## src/rtl/plab4_net_router_input_ctrl_if.sv

```systemverilog
// rtl/plab4_net_router_input_ctrl_if.sv - router input port handshake bundle
interface plab4_net_router_input_ctrl_if #(
    parameter int p_msg_nbits = 44
);
    logic                   in_domain;
    logic                   in_val;
    logic                   in_rdy;
    logic [p_msg_nbits-1:0] in_msg;
    logic [2:0]             reqs;
    logic [2:0]             grants;
    logic [p_msg_nbits-1:0] out_msg;
    logic [2:0]             num_free;

    modport master (
        output in_domain, in_val, in_msg, grants,
        input  in_rdy, reqs, out_msg, num_free
    );

    modport slave (
        input  in_domain, in_val, in_msg, grants,
        output in_rdy, reqs, out_msg, num_free
    );
endinterface

```

## src/rtl/plab4_net_router_input_ctrl.sv

```systemverilog
// rtl/plab4_net_router_input_ctrl.sv - ring router input buffer, route compute and grant-driven dequeue
module plab4_net_router_input_ctrl #(
    parameter int p_router_id   = 0,
    parameter int p_num_routers = 4,
    parameter int p_msg_nbits   = 44,
    parameter int p_dest_lsb    = 40,
    parameter int p_num_entries = 2,
    parameter int p_oneway      = 0
) (
    input  logic                          clk,
    input  logic                          reset,
    plab4_net_router_input_ctrl_if.slave  bus
);
    localparam int          DW   = $clog2(p_num_routers);
    localparam int          PW   = $clog2(p_num_entries);
    localparam int unsigned HALF = p_num_routers / 2;
    localparam logic [2:0]  NE   = 3'(p_num_entries);

    logic [p_msg_nbits-1:0] r_entries [p_num_entries];
    logic [PW-1:0]          r_wr_ptr;
    logic [PW-1:0]          r_rd_ptr;
    logic [2:0]             r_count;
    logic                   r_rdy_en;

    logic                   w_full;
    logic                   w_empty;
    logic                   w_rdy;
    logic                   w_enq;
    logic                   w_deq;
    logic [p_msg_nbits-1:0] w_head;
    logic [DW-1:0]          w_dest;
    logic [DW-1:0]          w_dist;
    logic [2:0]             w_reqs;

    assign w_full  = (r_count == NE);
    assign w_empty = (r_count == 3'd0);
    // No bypass: readiness depends only on the registered count.
    assign w_rdy   = r_rdy_en & ~w_full;
    assign w_enq   = bus.in_val & w_rdy;
    assign w_head  = w_empty ? '0 : r_entries[r_rd_ptr];
    assign w_dest  = w_head[p_dest_lsb +: DW];
    assign w_dist  = w_dest - DW'(p_router_id);
    assign w_deq   = |(w_reqs & bus.grants);

    always_comb begin
        w_reqs = 3'b000;
        if (!w_empty) begin
            if (w_dist == '0)
                w_reqs = 3'b010;
            else if ((p_oneway != 0) || (32'(w_dist) <= HALF))
                w_reqs = 3'b100;
            else
                w_reqs = 3'b001;
        end
    end

    always_ff @(posedge clk or negedge reset) begin
        if (!reset) begin
            r_wr_ptr <= '0;
            r_rd_ptr <= '0;
            r_count  <= 3'd0;
            r_rdy_en <= 1'b0;
        end else begin
            r_rdy_en <= 1'b1;
            if (w_enq)
                r_wr_ptr <= r_wr_ptr + 1'b1;
            if (w_deq)
                r_rd_ptr <= r_rd_ptr + 1'b1;
            case ({w_enq, w_deq})
                2'b10:   r_count <= r_count + 3'd1;
                2'b01:   r_count <= r_count - 3'd1;
                default: r_count <= r_count;
            endcase
        end
    end

    // Storage is qualified by count, so it needs no reset.
    always_ff @(posedge clk) begin
        if (w_enq)
            r_entries[r_wr_ptr] <= bus.in_msg;
    end

    assign bus.in_rdy   = w_rdy;
    assign bus.reqs     = w_reqs;
    assign bus.out_msg  = w_head;
    assign bus.num_free = NE - r_count;
endmodule

```

## src/flat_wrapper.sv

```systemverilog
// flat-port wrapper written by rule: the top's interface ports become plain ports
module plab4_net_router_input_ctrl_flat 
#(
    parameter int p_router_id   = 0,
    parameter int p_num_routers = 4,
    parameter int p_msg_nbits   = 44,
    parameter int p_dest_lsb    = 40,
    parameter int p_num_entries = 2,
    parameter int p_oneway      = 0
)
  (clk, reset, bus_in_domain, bus_in_val, bus_in_msg, bus_grants, bus_in_rdy, bus_reqs, bus_out_msg, bus_num_free);
  plab4_net_router_input_ctrl_if #(.p_msg_nbits(p_msg_nbits)) bus_i ();
  input  logic clk;
  input  logic reset;
  input wire logic [$bits(bus_i.in_domain)-1:0] bus_in_domain;
  input wire logic [$bits(bus_i.in_val)-1:0] bus_in_val;
  input wire logic [$bits(bus_i.in_msg)-1:0] bus_in_msg;
  input wire logic [$bits(bus_i.grants)-1:0] bus_grants;
  output wire logic [$bits(bus_i.in_rdy)-1:0] bus_in_rdy;
  output wire logic [$bits(bus_i.reqs)-1:0] bus_reqs;
  output wire logic [$bits(bus_i.out_msg)-1:0] bus_out_msg;
  output wire logic [$bits(bus_i.num_free)-1:0] bus_num_free;
  assign bus_i.in_domain = bus_in_domain;
  assign bus_i.in_val = bus_in_val;
  assign bus_i.in_msg = bus_in_msg;
  assign bus_i.grants = bus_grants;
  assign bus_in_rdy = bus_i.in_rdy;
  assign bus_reqs = bus_i.reqs;
  assign bus_out_msg = bus_i.out_msg;
  assign bus_num_free = bus_i.num_free;
  plab4_net_router_input_ctrl #(.p_router_id(p_router_id), .p_num_routers(p_num_routers), .p_msg_nbits(p_msg_nbits), .p_dest_lsb(p_dest_lsb), .p_num_entries(p_num_entries), .p_oneway(p_oneway)) u_core (.clk(clk), .reset(reset), .bus(bus_i));
endmodule
```

## config.mk

```make
export PLATFORM = sky130hd
export DESIGN_NAME = plab4_net_router_input_ctrl_flat
export DESIGN_NICKNAME = d
export VERILOG_FILES = /design/src/rtl/plab4_net_router_input_ctrl_if.sv /design/src/rtl/plab4_net_router_input_ctrl.sv /design/src/flat_wrapper.sv
export SDC_FILE = /design/constraint.sdc
export NUM_CORES = 1
export LEC_CHECK = 0
export CAP_MARGIN = 10
export CORE_AREA = 3 3 98 91
export CTS_CLUSTER_SIZE = 20
export DETAILED_ROUTE_END_ITERATION = 6
export DIE_AREA = 0 0 101 94
export PLACE_DENSITY_LB_ADDON = 0.12
export REMOVE_ABC_BUFFERS = 1
export SLEW_MARGIN = 20
export SYNTH_ARGS = -nofsm -noshare
export SYNTH_HDL_FRONTEND = slang
export SYNTH_SLANG_ARGS = --single-unit
```

## constraint.sdc

```tcl
create_clock -name clk -period 4.2 [get_ports clk]
set_clock_uncertainty 0.05 [all_clocks]
set_input_delay 0.84 -clock clk [delete_from_list [all_inputs] [get_ports clk]]
set_output_delay 0.84 -clock clk [all_outputs]
set_load 0.01 [all_outputs]
```

==> results.cfg, run 1 <==
[run_status]
outcome = finished, final reports clean

[detailed_routing]
drc = 0
wl_mm = 6.93
num_vias = 2139
firstDrtPassIters = 4
ant_nets = 0
drt_iter0_markers = 55
via_per_inst = 4.89
wl_per_cell_microns = 15.8

[cts]
cts_setup_buffers = 0
cts_resized = 0
cts.sinks = 94
ctsHtreeMaxLevel = 3
cts_root_buf = clkbuf_8
cts_tree = done
clk_pin_slew_ps = 80
cts.path.max_buffers = 2
cts_hold_buf = 0
clock_latency_ps = 340
cts_buffers = 9

[critical_path]
cp-end-kind = output port
startpoint_type = flop
crit_type = reg2out
crit_cells = 8
reg2reg_slack_ps = 1010
cp_top_family = simple AND/OR/NAND/NOR gates
path_max_fanout = 26
cp_slowest_stage_delay_ps = 520
arrival_ps = 2710
required_ps = 3310
crit_path_start = u_core.r_count[0]
cp_slowest_cell = nor2b_4
path_cells = inv_1, ha_1, nor2b_4, or2_1, inv_1, ha_1, nor2b_1, clkdlybuf4s50_1
r2r-start = u_core.r_count[0]
worstReg2RegEnd = u_core.r_count[1]
reg2reg_depth = 12
crit_end = bus_reqs[0]
worst-path-buf-inv = 3

[place]
place_area_sq_mm = 0.00486
gp_congestion = 0.805
portBuffers = 100
dp_hpwl_mm = 4.70

[logic_synthesis]
synth-seq-cells = 94
synth_top_cell_by_area = edfxtp_1
seq_area_frac_synth_pct = 74.1
ys_warn_count = 0
syn_inst = 228
synth.top_cell.area_share_pct = 70.1
synthesis.area_per_instance_sq_um = 16.5
netlist_area_sq_mm = 0.00377
synth.distinct_cells = 22
synth_area_leaders = edfxtp_1, mux2i_1, nor2_1

[die]
fp-row-count = 31
coreArea_sq_mm = 0.00799
die_h_microns = 94
io_pins = 102
die_w_microns = 101
die-area_sq_mm = 0.00949
initial_utilization_pct = 47.2

[sta]
fin_crit_sh_pct = 85.6
setup_viol = 0
period_needed_ps = 3600
tightest_slew_ps = 680
tns_ps = 0
drv_slew = 0
rsz0062_at_grt = false
slew_headroom_pct = 54.7
hold_violations = 0
fmax_mhz = 278

[global_routing]
use_met2_pct = 25.2
top_usage_layer = met2
antenna_found_initial = 0
grt_pass1_vias = 2233
use_met3_pct = 6.46
grt_max_degree = 37
grt_pass1_wl_mm = 10.8
grt-ovfl-total = 0
grt_use_total_pct = 15.2
grt_util_met1_pct = 18.4

[flow_run]
maxCapViolCount = 0

[power]
vdd_drop_max_v = 0.000307
total_power_uw = 3320
leakage_uw = 0.00191
powerDensity_mw_per_mm2 = 655

[cells_and_area]
layout-drive-gt1-share_pct = 7.10
fin_area_sq_mm = 0.00507
diodes = 0
syn_to_final_growth_pct = 34.4
n_fill_cell = 628
multi_input_area_sq_um = 857
nets = 391
ff_latch_area_sq_mm = 0.00279
finalCoreUtilization_pct = 63.4

[hold_path]
hp-class = reg2reg
==> stage by stage <==
stage	instances	setup slack (ps)	hold WS [ps]
final	437	603	495
after global routing	437	360	542
after CTS	437	512	502
after detailed placement	421	900	486
after global placement	421	962	480
after floorplan	217	505	411
==> registers in the layout (all words and copies together) (netlist names) <==
| signal | cells |
|---|---|
| u_core.r_count | 3 |
| u_core.r_entries | 88 |
| u_core.r_rd_ptr | 1 |
| u_core.r_rdy_en | 1 |
| u_core.r_wr_ptr | 1 |
==> cell usage in the layout, fill, tap and decap left out, types with 2 or more instances in the layout <==
cell type,n
clkdlybuf4s50_1,100
edfxtp_1,88
mux2i_1,44
nor2_1,44
clkbuf_8,9
inv_1,8
ha_1,6
dfrtp_1,5
buf_4,4
nor2b_1,3
xor2_1,3
xnor2_1,3
bufinv_16,2
==> layout make-up <==
type	count	area share, %
clock inverters	6	1.68
multi-input cells	115	16.9
inverters	8	0.592
well taps	99	2.44
repair buffers	105	20.7
clock buffers	10	2.52
flip-flops and latches	94	55.1
==> layer usage <==
metal / wire (microns) / share of wire, %
met3: 519 / 7.5
met2: 3500 / 51
met4: 36 / 0.52
met5: 0 / 0
met1: 2870 / 41
==> logic make-up (layout without fill, tap and decap cells) <==
group,after synthesis,count (layout),share of synthesized area (%)
muxes,44,44,11.7
DFF,94,94,74.1
other,1,1,0.0994
AOI/OAI and AO/OA,4,4,0.796
buffers and inverters,19,129,3.58
and+or+nand+nor,53,53,5.87
xor gates and xnor gates,6,6,1.39
adders and majority gates,7,7,2.52
==> power by group <==
part           internal (uW)  switching, uW
logic                    777            675
registers               1170           72.5
clock network            335            290
==> worst min path at each step <==
stage / from / cells past startpoint / endpoint
2_1_floorplan: u_core.r_wr_ptr / 1 / u_core.r_wr_ptr
3_3_place_gp: u_core.r_count[0] / 1 / u_core.r_count[0]
3_5_place_dp: u_core.r_count[0] / 1 / u_core.r_count[0]
4_1_cts: u_core.r_count[0] / 1 / u_core.r_count[0]
5_1_grt: u_core.r_count[0] / 1 / u_core.r_count[0]
6_report: u_core.r_count[0] / 1 / u_core.r_count[0]
==> cells in the mapped netlist, drive strengths merged <==
library cell,n
edfxtp,88
nor2,45
mux2i,44
buf,11
inv,8
dfrtp,6
ha,6
nor2b,4
xnor2,3
xor2,3
or2,2
a21boi,1
a222oi,1
and3,1
conb,1
fa,1
nand2,1
o211ai,1
o21ai,1
==> worst reg2reg max path: cells and delay by family, from the launching register on <==
| family | cells | cell delay (ps) |
|---|---|---|
| simple gates | 3 | 860 |
| flops | 1 | 430 |
| fa+ha+maj | 4 | 1020 |
| compound gates | 2 | 490 |
| buf+inv | 3 | 280 |
No activity file was read; power rests on OpenSTA's default activity.
==> run 2: changes to the inputs <==
CAP_MARGIN = 20   (was 10)
CORE_AREA = 3 3 119 75   (was 3 3 98 91)
DIE_AREA = 0 0 122 78   (was 0 0 101 94)
==> results.cfg, run 2 (same netlist as run 1, synthesis figures left out) <==
[sta]
fin_crit_sh_pct = 79.9
tightest_slew_ps = 832
drv_slew = 0
setup_viol = 0
hold_slack_ps = 492
rsz0062_at_grt = false
fmax_mhz = 298
tns_ps = 0
slew_headroom_pct = 44.5
period_needed_ps = 3360
hold_violations = 0

[die]
io_pins = 102
die_w_microns = 122
initial_utilization_pct = 48.0
fp-row-count = 25
die-area_sq_mm = 0.00952
coreArea_sq_mm = 0.00785
die_h_microns = 78

[detailed_routing]
via_per_inst = 4.75
dr_wl_met3_microns = 570
drc = 0
firstDrtPassIters = 4
wl_met2_mm = 3.39
top_layer_used = met4
wl_per_cell_microns = 16.1
drt_iter0_markers = 156
wl_mm = 7.19
ant_nets = 0
wl_met1_mm = 3.17
num_vias = 2128

[critical_path]
r2r-start = u_core.r_count[0]
cp_slowest_stage_delay_ps = 540
crit_path_start = u_core.r_count[0]
cp-end-kind = output port
reg2reg_slack_ps = 1240
arrival_ps = 2470
cp_slowest_cell = clkdlybuf4s50_1
startpoint_type = flop
path_cells = inv_1, ha_1, nor2b_4, or2_1, ha_1, nor2b_1, clkdlybuf4s50_1
cpMostUsedCell = ha_1
worst-path-buf-inv = 2
cp_top_family = buffers and inverters
path_max_fanout = 10
crit_type = reg2out
required_ps = 3310

[cells_and_area]
final_cell_mix = clkdlybuf4s50_1, edfxtp_1, mux2i_1, nor2_1, clkbuf_16
n_fill_cell = 605
nets = 393
diodes = 0
largest_register_ffs = 88
top_regs = u_core.r_entries x88, u_core.r_count x3
fin_area_sq_mm = 0.00514
layout-drive-gt1-share_pct = 7.35
top_register = u_core.r_entries
syn_to_final_growth_pct = 36.2
finalCoreUtilization_pct = 65.4
final_common_cell = clkdlybuf4s50_1

[power]
vdd_drop_max_v = 0.000321
leakage_uw = 0.00194
internal-power_uw = 2360
swShare_pct = 31.4
p_seq_share_pct = 36.3
combinationalPowerShare_pct = 42.9
total_power_uw = 3430
p_switching_uw = 1080
powerDensity_mw_per_mm2 = 668
p_clk_share_pct = 20.8

[cts]
cts_hold_buf = 0
cts_resized = 0
clock_latency_ps = 330
cts_buffers = 9
cts_setup_buffers = 0
cts.sinks = 94
clk_pin_slew_ps = 60
cts.path.max_buffers = 2
cts_tree = done
ctsHtreeMaxLevel = 3
cts_root_buf = clkbuf_16

[global_routing]
grt-ovfl-total = 0
grt_max_degree = 38
grt_pass1_vias = 2205
grt_pass1_wl_mm = 11.4
grt_use_total_pct = 16.3
antenna_found_initial = 0

[place]
gp_congestion = 0.770
dp_hpwl_mm = 4.85
place_area_sq_mm = 0.00487
portBuffers = 100

[flow_run]
maxCapViolCount = 0

[hold_path]
hold_start = u_core.r_count[0]
hp-class = reg2reg

[run_status]
outcome = finished, final reports clean
==> run 2: final cells by class <==
| class | count | area [sq um] | area share [%] |
|---|---|---|---|
| multi-input cells | 115 | 857 | 16.7 |
| well taps | 108 | 135 | 2.63 |
| repair buffers | 107 | 1050 | 20.5 |
| clock buffers | 10 | 229 | 4.46 |
| flip-flops and latches | 94 | 2790 | 54.4 |
| inverters | 8 | 30.0 | 0.585 |
| clock inverters | 6 | 37.5 | 0.731 |
==> run 2: worst paths after layout <==
| kind | endpoint | cells after the start |
|---|---|---|
| max in group asynchronous | u_core.r_rd_ptr | 1 |
| max reg2reg | u_core.r_count[2] | 13 |
| max | bus_reqs[2] | 7 |
| min | u_core.r_count[0] | 1 |
| min in group asynchronous | u_core.r_count[0] | 1 |
| min reg2reg | u_core.r_count[0] | 1 |
==> run 2: through the flow <==
stage               worst slack [ps]  instances
finish                           842        448
global route                     727        448
CTS                              811        448
detailed placement              1170        432
global placement                1210        432
floorplan                        505        217
==> run 2: power groups by stage <==
stage	sequential, uW	clock [uW]	combinational, uW
6_report	1250	713	1470
5_1_grt	1260	770	1610
4_1_cts	1250	734	1500
3_5_place_dp	1270	0	1490
3_3_place_gp	1260	0	1490
2_1_floorplan	1320	0	686
==> run 2: routing by layer <==
metal  vias to the layer above  GRT usage (%)
li1                       1032              -
met1                      1022           21.5
met2                        67           24.4
met3                         7           6.92
met4                         0           5.03
met5                         -              0
==> run 2: worst reg2reg max path, stage by stage, from the launching register on <==
cell and delay, ps:
dfrtp_1 410, inv_1 110, ha_1 220, nor2b_4 170
or2_1 260, ha_1 300, a222oi_1 60, nor2_1 230
ha_1 240, inv_1 60, fa_1 370, xor2_1 150
nor2_1 110, xnor2_1 130
